### config.mk
export PLATFORM = sky130hd
export DESIGN_NAME = xvga_timing_gen
export DESIGN_NICKNAME = d
export VERILOG_FILES = /design/src/rtl/xvga_timing_gen.sv
export SDC_FILE = /design/constraint.sdc
export NUM_CORES = 1
export LEC_CHECK = 0
export CORE_MARGIN = 2
export CORE_UTILIZATION = 47
export DETAILED_ROUTE_END_ITERATION = 16
export PLACE_DENSITY = 0.82
export SYNTH_ARGS = -nofsm -noshare
export SYNTH_HDL_FRONTEND = slang
export SYNTH_SLANG_ARGS = --single-unit
### constraint.sdc
create_clock -name vclock_in -period 3.69 [get_ports vclock_in]
set_clock_uncertainty 0.2 [all_clocks]
set_input_delay 0.738 -clock vclock_in [delete_from_list [all_inputs] [get_ports vclock_in]]
set_output_delay 0.738 -clock vclock_in [all_outputs]
set_load 0.005 [all_outputs]
### src/rtl/xvga_timing_gen.sv
// Raster timing generator: two run-time selectable video modes, pixel enable,
// end-of-line / start-of-frame pulses and a completed-frame counter.
//
// Ports:
//   vclock_in        video clock
//   reset_n_in       asynchronous active-low reset
//   pix_en_in        counters advance only when high
//   mode_in          requested mode, taken only at frame wrap
//   hcount_out       pixel index on the current line
//   vcount_out       line index in the current frame
//   hsync_out        active-high horizontal sync
//   vsync_out        active-high vertical sync
//   blank_out        high outside the active area
//   eol_out          one-cycle pulse when hcount_out first shows 0
//   sof_out          one-cycle pulse when the frame restarts at (0,0)
//   mode_out         mode currently in effect
//   frame_count_out  completed frames, modulo 2^FCW
module xvga_timing_gen #(
    parameter int unsigned HW     = 11,
    parameter int unsigned VW     = 10,
    parameter int unsigned FCW    = 8,
    parameter int unsigned H_ACT0 = 1024,
    parameter int unsigned H_FP0  = 24,
    parameter int unsigned H_SYN0 = 136,
    parameter int unsigned H_BP0  = 160,
    parameter int unsigned V_ACT0 = 768,
    parameter int unsigned V_FP0  = 3,
    parameter int unsigned V_SYN0 = 6,
    parameter int unsigned V_BP0  = 29,
    parameter int unsigned H_ACT1 = 640,
    parameter int unsigned H_FP1  = 16,
    parameter int unsigned H_SYN1 = 96,
    parameter int unsigned H_BP1  = 48,
    parameter int unsigned V_ACT1 = 480,
    parameter int unsigned V_FP1  = 10,
    parameter int unsigned V_SYN1 = 2,
    parameter int unsigned V_BP1  = 33
) (
    input  logic           vclock_in,
    input  logic           reset_n_in,
    input  logic           pix_en_in,
    input  logic           mode_in,
    output logic [HW-1:0]  hcount_out,
    output logic [VW-1:0]  vcount_out,
    output logic           hsync_out,
    output logic           vsync_out,
    output logic           blank_out,
    output logic           eol_out,
    output logic           sof_out,
    output logic           mode_out,
    output logic [FCW-1:0] frame_count_out
);

    // Constants are one bit wider than the counters so that a total of
    // exactly 2^HW (or 2^VW) still fits in the sync-end comparison.
    localparam logic [HW:0] H_LAST0 =
        (HW+1)'(H_ACT0 + H_FP0 + H_SYN0 + H_BP0 - 1);
    localparam logic [HW:0] H_LAST1 =
        (HW+1)'(H_ACT1 + H_FP1 + H_SYN1 + H_BP1 - 1);
    localparam logic [VW:0] V_LAST0 =
        (VW+1)'(V_ACT0 + V_FP0 + V_SYN0 + V_BP0 - 1);
    localparam logic [VW:0] V_LAST1 =
        (VW+1)'(V_ACT1 + V_FP1 + V_SYN1 + V_BP1 - 1);

    localparam logic [HW:0] H_SB0 = (HW+1)'(H_ACT0 + H_FP0);
    localparam logic [HW:0] H_SE0 = (HW+1)'(H_ACT0 + H_FP0 + H_SYN0);
    localparam logic [HW:0] H_SB1 = (HW+1)'(H_ACT1 + H_FP1);
    localparam logic [HW:0] H_SE1 = (HW+1)'(H_ACT1 + H_FP1 + H_SYN1);
    localparam logic [VW:0] V_SB0 = (VW+1)'(V_ACT0 + V_FP0);
    localparam logic [VW:0] V_SE0 = (VW+1)'(V_ACT0 + V_FP0 + V_SYN0);
    localparam logic [VW:0] V_SB1 = (VW+1)'(V_ACT1 + V_FP1);
    localparam logic [VW:0] V_SE1 = (VW+1)'(V_ACT1 + V_FP1 + V_SYN1);
    localparam logic [HW:0] H_AC0 = (HW+1)'(H_ACT0);
    localparam logic [HW:0] H_AC1 = (HW+1)'(H_ACT1);
    localparam logic [VW:0] V_AC0 = (VW+1)'(V_ACT0);
    localparam logic [VW:0] V_AC1 = (VW+1)'(V_ACT1);

    localparam logic [HW-1:0]  H_ONE = HW'(1);
    localparam logic [VW-1:0]  V_ONE = VW'(1);
    localparam logic [FCW-1:0] F_ONE = FCW'(1);

    logic [HW-1:0]  hcount_q, hcount_d;
    logic [VW-1:0]  vcount_q, vcount_d;
    logic [FCW-1:0] fc_q, fc_d;
    logic           mode_q, mode_d;
    logic           hsync_q, hsync_d;
    logic           vsync_q, vsync_d;
    logic           blank_q, blank_d;
    logic           eol_q, eol_d;
    logic           sof_q, sof_d;

    logic [HW:0] h_last, h_ext, hs_beg, hs_end, h_act;
    logic [VW:0] v_last, v_ext, vs_beg, vs_end, v_act;
    logic        h_wrap, v_wrap, f_wrap;

    always_comb begin
        h_last = mode_q ? H_LAST1 : H_LAST0;
        v_last = mode_q ? V_LAST1 : V_LAST0;
        h_wrap = ({1'b0, hcount_q} == h_last);
        v_wrap = ({1'b0, vcount_q} == v_last);
        f_wrap = h_wrap && v_wrap;

        hcount_d = hcount_q;
        vcount_d = vcount_q;
        mode_d   = mode_q;
        fc_d     = fc_q;
        eol_d    = 1'b0;
        sof_d    = 1'b0;

        if (pix_en_in) begin
            eol_d = h_wrap;
            sof_d = f_wrap;
            if (h_wrap) begin
                hcount_d = '0;
                if (v_wrap) begin
                    vcount_d = '0;
                end else begin
                    vcount_d = vcount_q + V_ONE;
                end
            end else begin
                hcount_d = hcount_q + H_ONE;
            end
            if (f_wrap) begin
                mode_d = mode_in;
                fc_d   = fc_q + F_ONE;
            end
        end

        // Decode the next counts with the next mode so that sync and blank
        // leave the flops aligned with the counts they describe.
        h_ext  = {1'b0, hcount_d};
        v_ext  = {1'b0, vcount_d};
        hs_beg = mode_d ? H_SB1 : H_SB0;
        hs_end = mode_d ? H_SE1 : H_SE0;
        vs_beg = mode_d ? V_SB1 : V_SB0;
        vs_end = mode_d ? V_SE1 : V_SE0;
        h_act  = mode_d ? H_AC1 : H_AC0;
        v_act  = mode_d ? V_AC1 : V_AC0;

        hsync_d = (h_ext >= hs_beg) && (h_ext < hs_end);
        vsync_d = (v_ext >= vs_beg) && (v_ext < vs_end);
        blank_d = (h_ext >= h_act) || (v_ext >= v_act);
    end

    always_ff @(posedge vclock_in or negedge reset_n_in) begin
        if (!reset_n_in) begin
            hcount_q <= '0;
            vcount_q <= '0;
            mode_q   <= 1'b0;
            fc_q     <= '0;
            hsync_q  <= 1'b0;
            vsync_q  <= 1'b0;
            blank_q  <= 1'b0;
            eol_q    <= 1'b0;
            sof_q    <= 1'b0;
        end else begin
            hcount_q <= hcount_d;
            vcount_q <= vcount_d;
            mode_q   <= mode_d;
            fc_q     <= fc_d;
            hsync_q  <= hsync_d;
            vsync_q  <= vsync_d;
            blank_q  <= blank_d;
            eol_q    <= eol_d;
            sof_q    <= sof_d;
        end
    end

    assign hcount_out      = hcount_q;
    assign vcount_out      = vcount_q;
    assign hsync_out       = hsync_q;
    assign vsync_out       = vsync_q;
    assign blank_out       = blank_q;
    assign eol_out         = eol_q;
    assign sof_out         = sof_q;
    assign mode_out        = mode_q;
    assign frame_count_out = fc_q;

endmodule
==> results.cfg, run 1 <==
[routing]
drt_iter0_markers = 92
drt-met1-wl_um = 2463
wirelength_um = 5450
first_pass_iters = 4
ant_nets = 0
drc = 0
wl_met3_um = 229
dr_wl_met2_um = 2620
viasPerCell = 5.916
highest_layer = met4
vias = 1964
wl_per_cell_um = 16.42

[cells_and_area]
layout_common_cells = clkdlybuf4s50_1, dfrtp_1, buf_4
fin_nets = 301
final_core_util_pct = 64.50
antenna_cells = 0
final_common_cell = clkdlybuf4s50_1
final_layout_size_suffix_gt1_share_pct = 12.86
syn_to_final_growth_pct = 30.86

[synth]
ys_seq_elements = 35
ys_types = 48
synthArstFlopShare_pct = 100.0
synth_edf_count = 0
synth_seq_area_share_pct = 40.53
synth_nets = 241
yosys.area.top_type_share_pct = 40.53
syn-cell-area_um2 = 2161
syn_area_per_cell_um2 = 9.777
synthTopCellsByArea = dfrtp_1, ha_1, xor2_1
yosysWarningCount = 0
synth_flop_cell = dfrtp_1
synth_cells = 221
yosysTopAreaCell = dfrtp_1

[floorplanning]
dieArea_um2 = 5156
die_w_um = 71.81
row_count = 24
start_util_pct = 49.29
coreArea_um2 = 4384
pin_count = 39
die_h_um = 71.81

[clock_tree]
clock_path_buffers = 2
cts_buffers = 5
cts_htree_levels = 2
post_cts_resized = 0
numClockSinks = 35
cts_tree = done
cts-root-buf = clkbuf_8
insertion_delay_ns = 0.29
cts_setup_buffers = 0
ctsHoldBuffers = 0
clkTransAtPathRegs_ns = 0.06

[worst_hold_path]
min_path_cells = 1
min_to = frame_count_out[7]
hold_class = reg -> reg
worstHoldStart = frame_count_out[7]

[sta]
maxSlewViolCount = 0
max-slew-margin-rel_pct = 55.25
finalHoldViolations = 0
setup_violations = 0
finalCritPeriodShare_pct = 94.80
worst_pin_slew_ns = 0.6526
setup_ws_ns = 0.1920
final.setup.tns_ns = 0
min_period_ns = 3.498
rsz0062_at_grt = no
max_freq_mhz = 285.9

[critical_path]
worstSetupPathType = in -> reg
crit_path_max_fanout = 12
r2r_end = vsync_out
crit_path_end_kind = flop
rr_worst_depth = 10
crit_arrival_ns = 3.48
rrSetupSlack_ns = 0.38
startpoint_type = primary input
required_ns = 3.67
r2r-start = vcount_out[4]

[power_and_ir_drop]
power_w = 0.001038
ir_drop_mv = 0.3125
power.leakage_nw = 1.243
power_per_cell_area_nw_per_um2 = 367.0

[place]
portBuffers = 38
detailedPlace.worstSlack_ns = -0.1065
place_congestion = 0.9129
post-dp-hpwl_um = 4098

[flow_run]
max_cap_viol_count = 0

[grt]
track_usage_pct = 22.87
grt_start_max_net_pins = 36
grt.overflow.total = 0
grt_pass1_vias = 1896
antenna_found_initial = 0
grt_pass1_wl_um = 9121

[outcome]
status = completed
[logic make-up after synthesis]
family,after synthesis,share of synthesized area (%)
xor+xnor,17,6.891
mux,6,2.837
buf+inv,17,3.010
flops,35,40.53
simple gates,86,22.24
fa+ha+maj,16,9.265
compound gates,44,15.23
[final cells by class]
cell class / count / area [um2]
inverters: 12 / 45.04
repair buffers: 58 / 530.5
flip-flops and latches: 35 / 875.8
multi-input cells: 169 / 1239
clock buffers: 6 / 72.57
well taps: 52 / 65.06
fillers: 359 / 1556
[routing by layer]
metal / GRT usage (%) / up-vias
met1: 29.21 / 939
met5: 0 / -
li1: - / 942
met4: 9.015 / 0
met3: 4.501 / 17
met2: 38.17 / 66
[Yosys cell counts (all sizes together) (2+ instances only)]
cell      n
nor2b     3
nor4bb    2
a2111oi   4
o21ai     8
or4       2
o211ai    7
nand3    10
o31ai     2
nor2     17
o2111ai   2
a21oi     4
and3      2
inv      12
xnor2     8
nor3      6
clkbuf    4
dfrtp    35
nand2    15
and2      5
or3b      2
xor2      9
nand4    11
nand4bb   3
mux2i     5
or2       2
a31oi     3
ha       16
a31o      2
o21a      4
[how the worst max path moves through the flow]
stage                         start         to  slack (ns)  depth (start not counted)
final                     pix_en_in  vsync_out        0.19                         10
after global routing      pix_en_in  vsync_out       0.003                         13
after CTS                 pix_en_in  vsync_out        0.19                         10
after detailed placement  pix_en_in  vsync_out       -0.11                         10
after global placement    pix_en_in  vsync_out       -0.02                         10
after floorplan           pix_en_in  vsync_out       0.009                         10
[power breakdown]
part | total (W) | switching (W) | internal (W)
combinational | 0.000306 | 0.000148 | 0.000158
sequential | 0.000478 | 0.0000577 | 0.000421
clock | 0.000253 | 0.000128 | 0.000126
total | 0.00104 | 0.000334 | 0.000704
[state kept, by name, summed over array words and instances (netlist names)]
name,count
eol_out,1
hcount_out,11
hsync_out,1
sof_out,1
vcount_out,10
mode_out,1
blank_out,1
vsync_out,1
frame_count_out,8
[per-stage QoR]
| stage | hold WS (ns) | area, um2 | instances |
|---|---|---|---|
| floorplan | 0.2424 | 2180 | 221 |
| global placement | 0.2563 | 2755 | 326 |
| detailed placement | 0.2664 | 2755 | 326 |
| CTS | 0.2767 | 2828 | 332 |
| global route | 0.2904 | 2828 | 332 |
| finish | 0.2699 | 2828 | 332 |
[critical path, cell delays in order]
cell and delay, ns:
clkdlybuf4s50_1 0.48, nand4_1 0.14, a2111o_1 0.43, buf_4 0.21
nor3_1 0.25, xor2_1 0.16, ha_1 0.31, nand4_1 0.08
or3b_1 0.40, a2111oi_2 0.28
No activity file was read; power rests on OpenSTA's default activity.
==> run 2, diff against run 1 <==
--- a/config.mk
+++ b/config.mk
@@ -9,6 +9,7 @@
 export CORE_UTILIZATION = 47
 export DETAILED_ROUTE_END_ITERATION = 16
 export PLACE_DENSITY = 0.82
+export REMOVE_ABC_BUFFERS = 1
 export SYNTH_ARGS = -nofsm -noshare
 export SYNTH_HDL_FRONTEND = slang
 export SYNTH_SLANG_ARGS = --single-unit
==> run 2 against run 1 <==
  * Total power up 5.2%
  * First-iteration DRC count up 120%
  * Worst setup slack better by 0.024 ns
  * Critical path depth unchanged
  * Final area up 1.4%
  * Critical path type unchanged
  * Critical endpoint unchanged
  * Largest power group unchanged
==> results.cfg, run 2 (same netlist as run 1, synthesis figures left out) <==
[cells_and_area]
final_common_cell = clkdlybuf4s50_1
layout_common_cells = clkdlybuf4s50_1, dfrtp_1, buf_4
multiInputGateArea_um2 = 1229
fill_cells = 348
syn_to_final_growth_pct = 32.72
antenna_cells = 0
fin_nets = 304
final_layout_size_suffix_gt1_share_pct = 14.74
fin_cells = 337
seqCellArea_um2 = 875.8
largest_register_ff_count = 11

[grt]
antenna_found_initial = 0
grt_start_max_net_pins = 36
grt_pass1_wl_um = 9114
grt.overflow.total = 0
grt_pass1_vias = 1933
track_usage_pct = 22.52

[sta]
finalHoldViolations = 0
maxSlewViolCount = 0
fin_worst_hold_slack_ns = 0.2794
setup_ws_ns = 0.2165
finalCritPeriodShare_pct = 94.13
max_freq_mhz = 287.9
max-slew-margin-rel_pct = 55.46
min_period_ns = 3.473
rsz0062_at_grt = no
worst_pin_slew_ns = 0.6496
setup_violations = 0

[floorplanning]
die_w_um = 71.81
coreArea_um2 = 4384
dieArea_um2 = 5156
pin_count = 39
die_h_um = 71.81
start_util_pct = 49.29
row_count = 24

[power_and_ir_drop]
ir_drop_mv = 0.2311
power_w = 0.001092
power.leakage_nw = 1.254
power_per_cell_area_nw_per_um2 = 380.7

[place]
detailedPlace.worstSlack_ns = -0.1701
portBuffers = 38
place_congestion = 0.9368
post-dp-hpwl_um = 4015
dpl.cell_count = 327

[critical_path]
startpoint = pix_en_in
crit_arrival_ns = 3.45
required_ns = 3.67
crit_path_max_fanout = 12
crit_path_end_kind = flop
r2r-start = vcount_out[4]
startpoint_type = primary input
worstSetupPathType = in -> reg

[clock_tree]
cts_buffers = 5
cts_htree_levels = 2
clock_path_buffers = 2
cts-root-buf = clkbuf_8
numClockSinks = 35
cts_tree = done
insertion_delay_ns = 0.29
clkTransAtPathRegs_ns = 0.07

[routing]
ant_nets = 0
wirelength_um = 5478
viasPerCell = 5.985
wl_per_cell_um = 16.26
vias = 2017
first_pass_iters = 4
drc = 0
drt_iter0_markers = 203

[outcome]
status = completed

[worst_hold_path]
hold_class = reg -> reg
worstHoldStart = frame_count_out[7]

[flow_run]
max_cap_viol_count = 0
[run 2: cell count changes in the layout (fill, tap and decap cells not counted)]
cell       delta
a2111oi_0     -1
a2111oi_2     +1
buf_4         +3
clkbuf_8      +2
mux2i_1       +1
mux2i_4       -1
nor2_1        -1
nor2_2        +1
nor3_2        +1
nor3_4        -1
[run 2: routing by layer]
layer	up-vias	share of wire, %	global-route usage (%)
li1	945	-	-
met1	980	43	29.12
met2	77	49	38.07
met3	15	5.3	3.516
met4	0	2.2	8.386
met5	-	0	0
[run 2: power by group]
| group | total [W] | internal, W | switching [W] |
|---|---|---|---|
| sequential | 0.000483 | 0.000420 | 0.0000623 |
| combinational | 0.000308 | 0.000157 | 0.000150 |
| clock | 0.000301 | 0.000170 | 0.000131 |
[run 2: repair_timing]
item	4_1_cts	5_1_grt
endpoints found under the setup margin	0	3
hold buffers	0	0
gates resized for setup	0	4
buffers inserted	0	2
[run 2: metrics by stage]
step / instance area, um2 / TNS (ns) / util (%)
6_report: 2868 / 0 / 65.41
3_3_place_gp: 2744 / -0.08706 / 62.59
2_1_floorplan: 2141 / -0.9062 / -
5_1_grt: 2868 / 0 / 65.41
4_1_cts: 2844 / 0 / 64.87
3_5_place_dp: 2744 / -0.3037 / 62.59
[run 2: worst paths after layout]
kind	slack (ns)	cells past startpoint	endpoint
setup / recovery	0.22	10	vsync_out
hold reg to reg	0.28	1	frame_count_out[7]
max in group asynchronous	2.30	2	hcount_out[6]
min in group asynchronous	0.67	2	frame_count_out[7]
hold / removal	0.28	1	frame_count_out[7]
setup reg to reg	0.37	10	vsync_out
[run 2: area by class of cell]
| class | count | share of cell area, % |
|---|---|---|
| multi-input cells | 169 | 42.84 |
| well taps | 52 | 2.269 |
| clock buffers | 8 | 3.490 |
| inverters | 12 | 1.571 |
| repair buffers | 61 | 19.28 |
| flip-flops and latches | 35 | 30.54 |
[run 2: worst max-delay path, stage by stage]
cell and delay, ns:
clkdlybuf4s50_1 0.48, nand4_1 0.14, a2111o_1 0.40, buf_4 0.19, nor3_1 0.29, xor2_1 0.15
ha_1 0.32, nand4_1 0.08, or3b_1 0.39, a2111oi_2 0.28
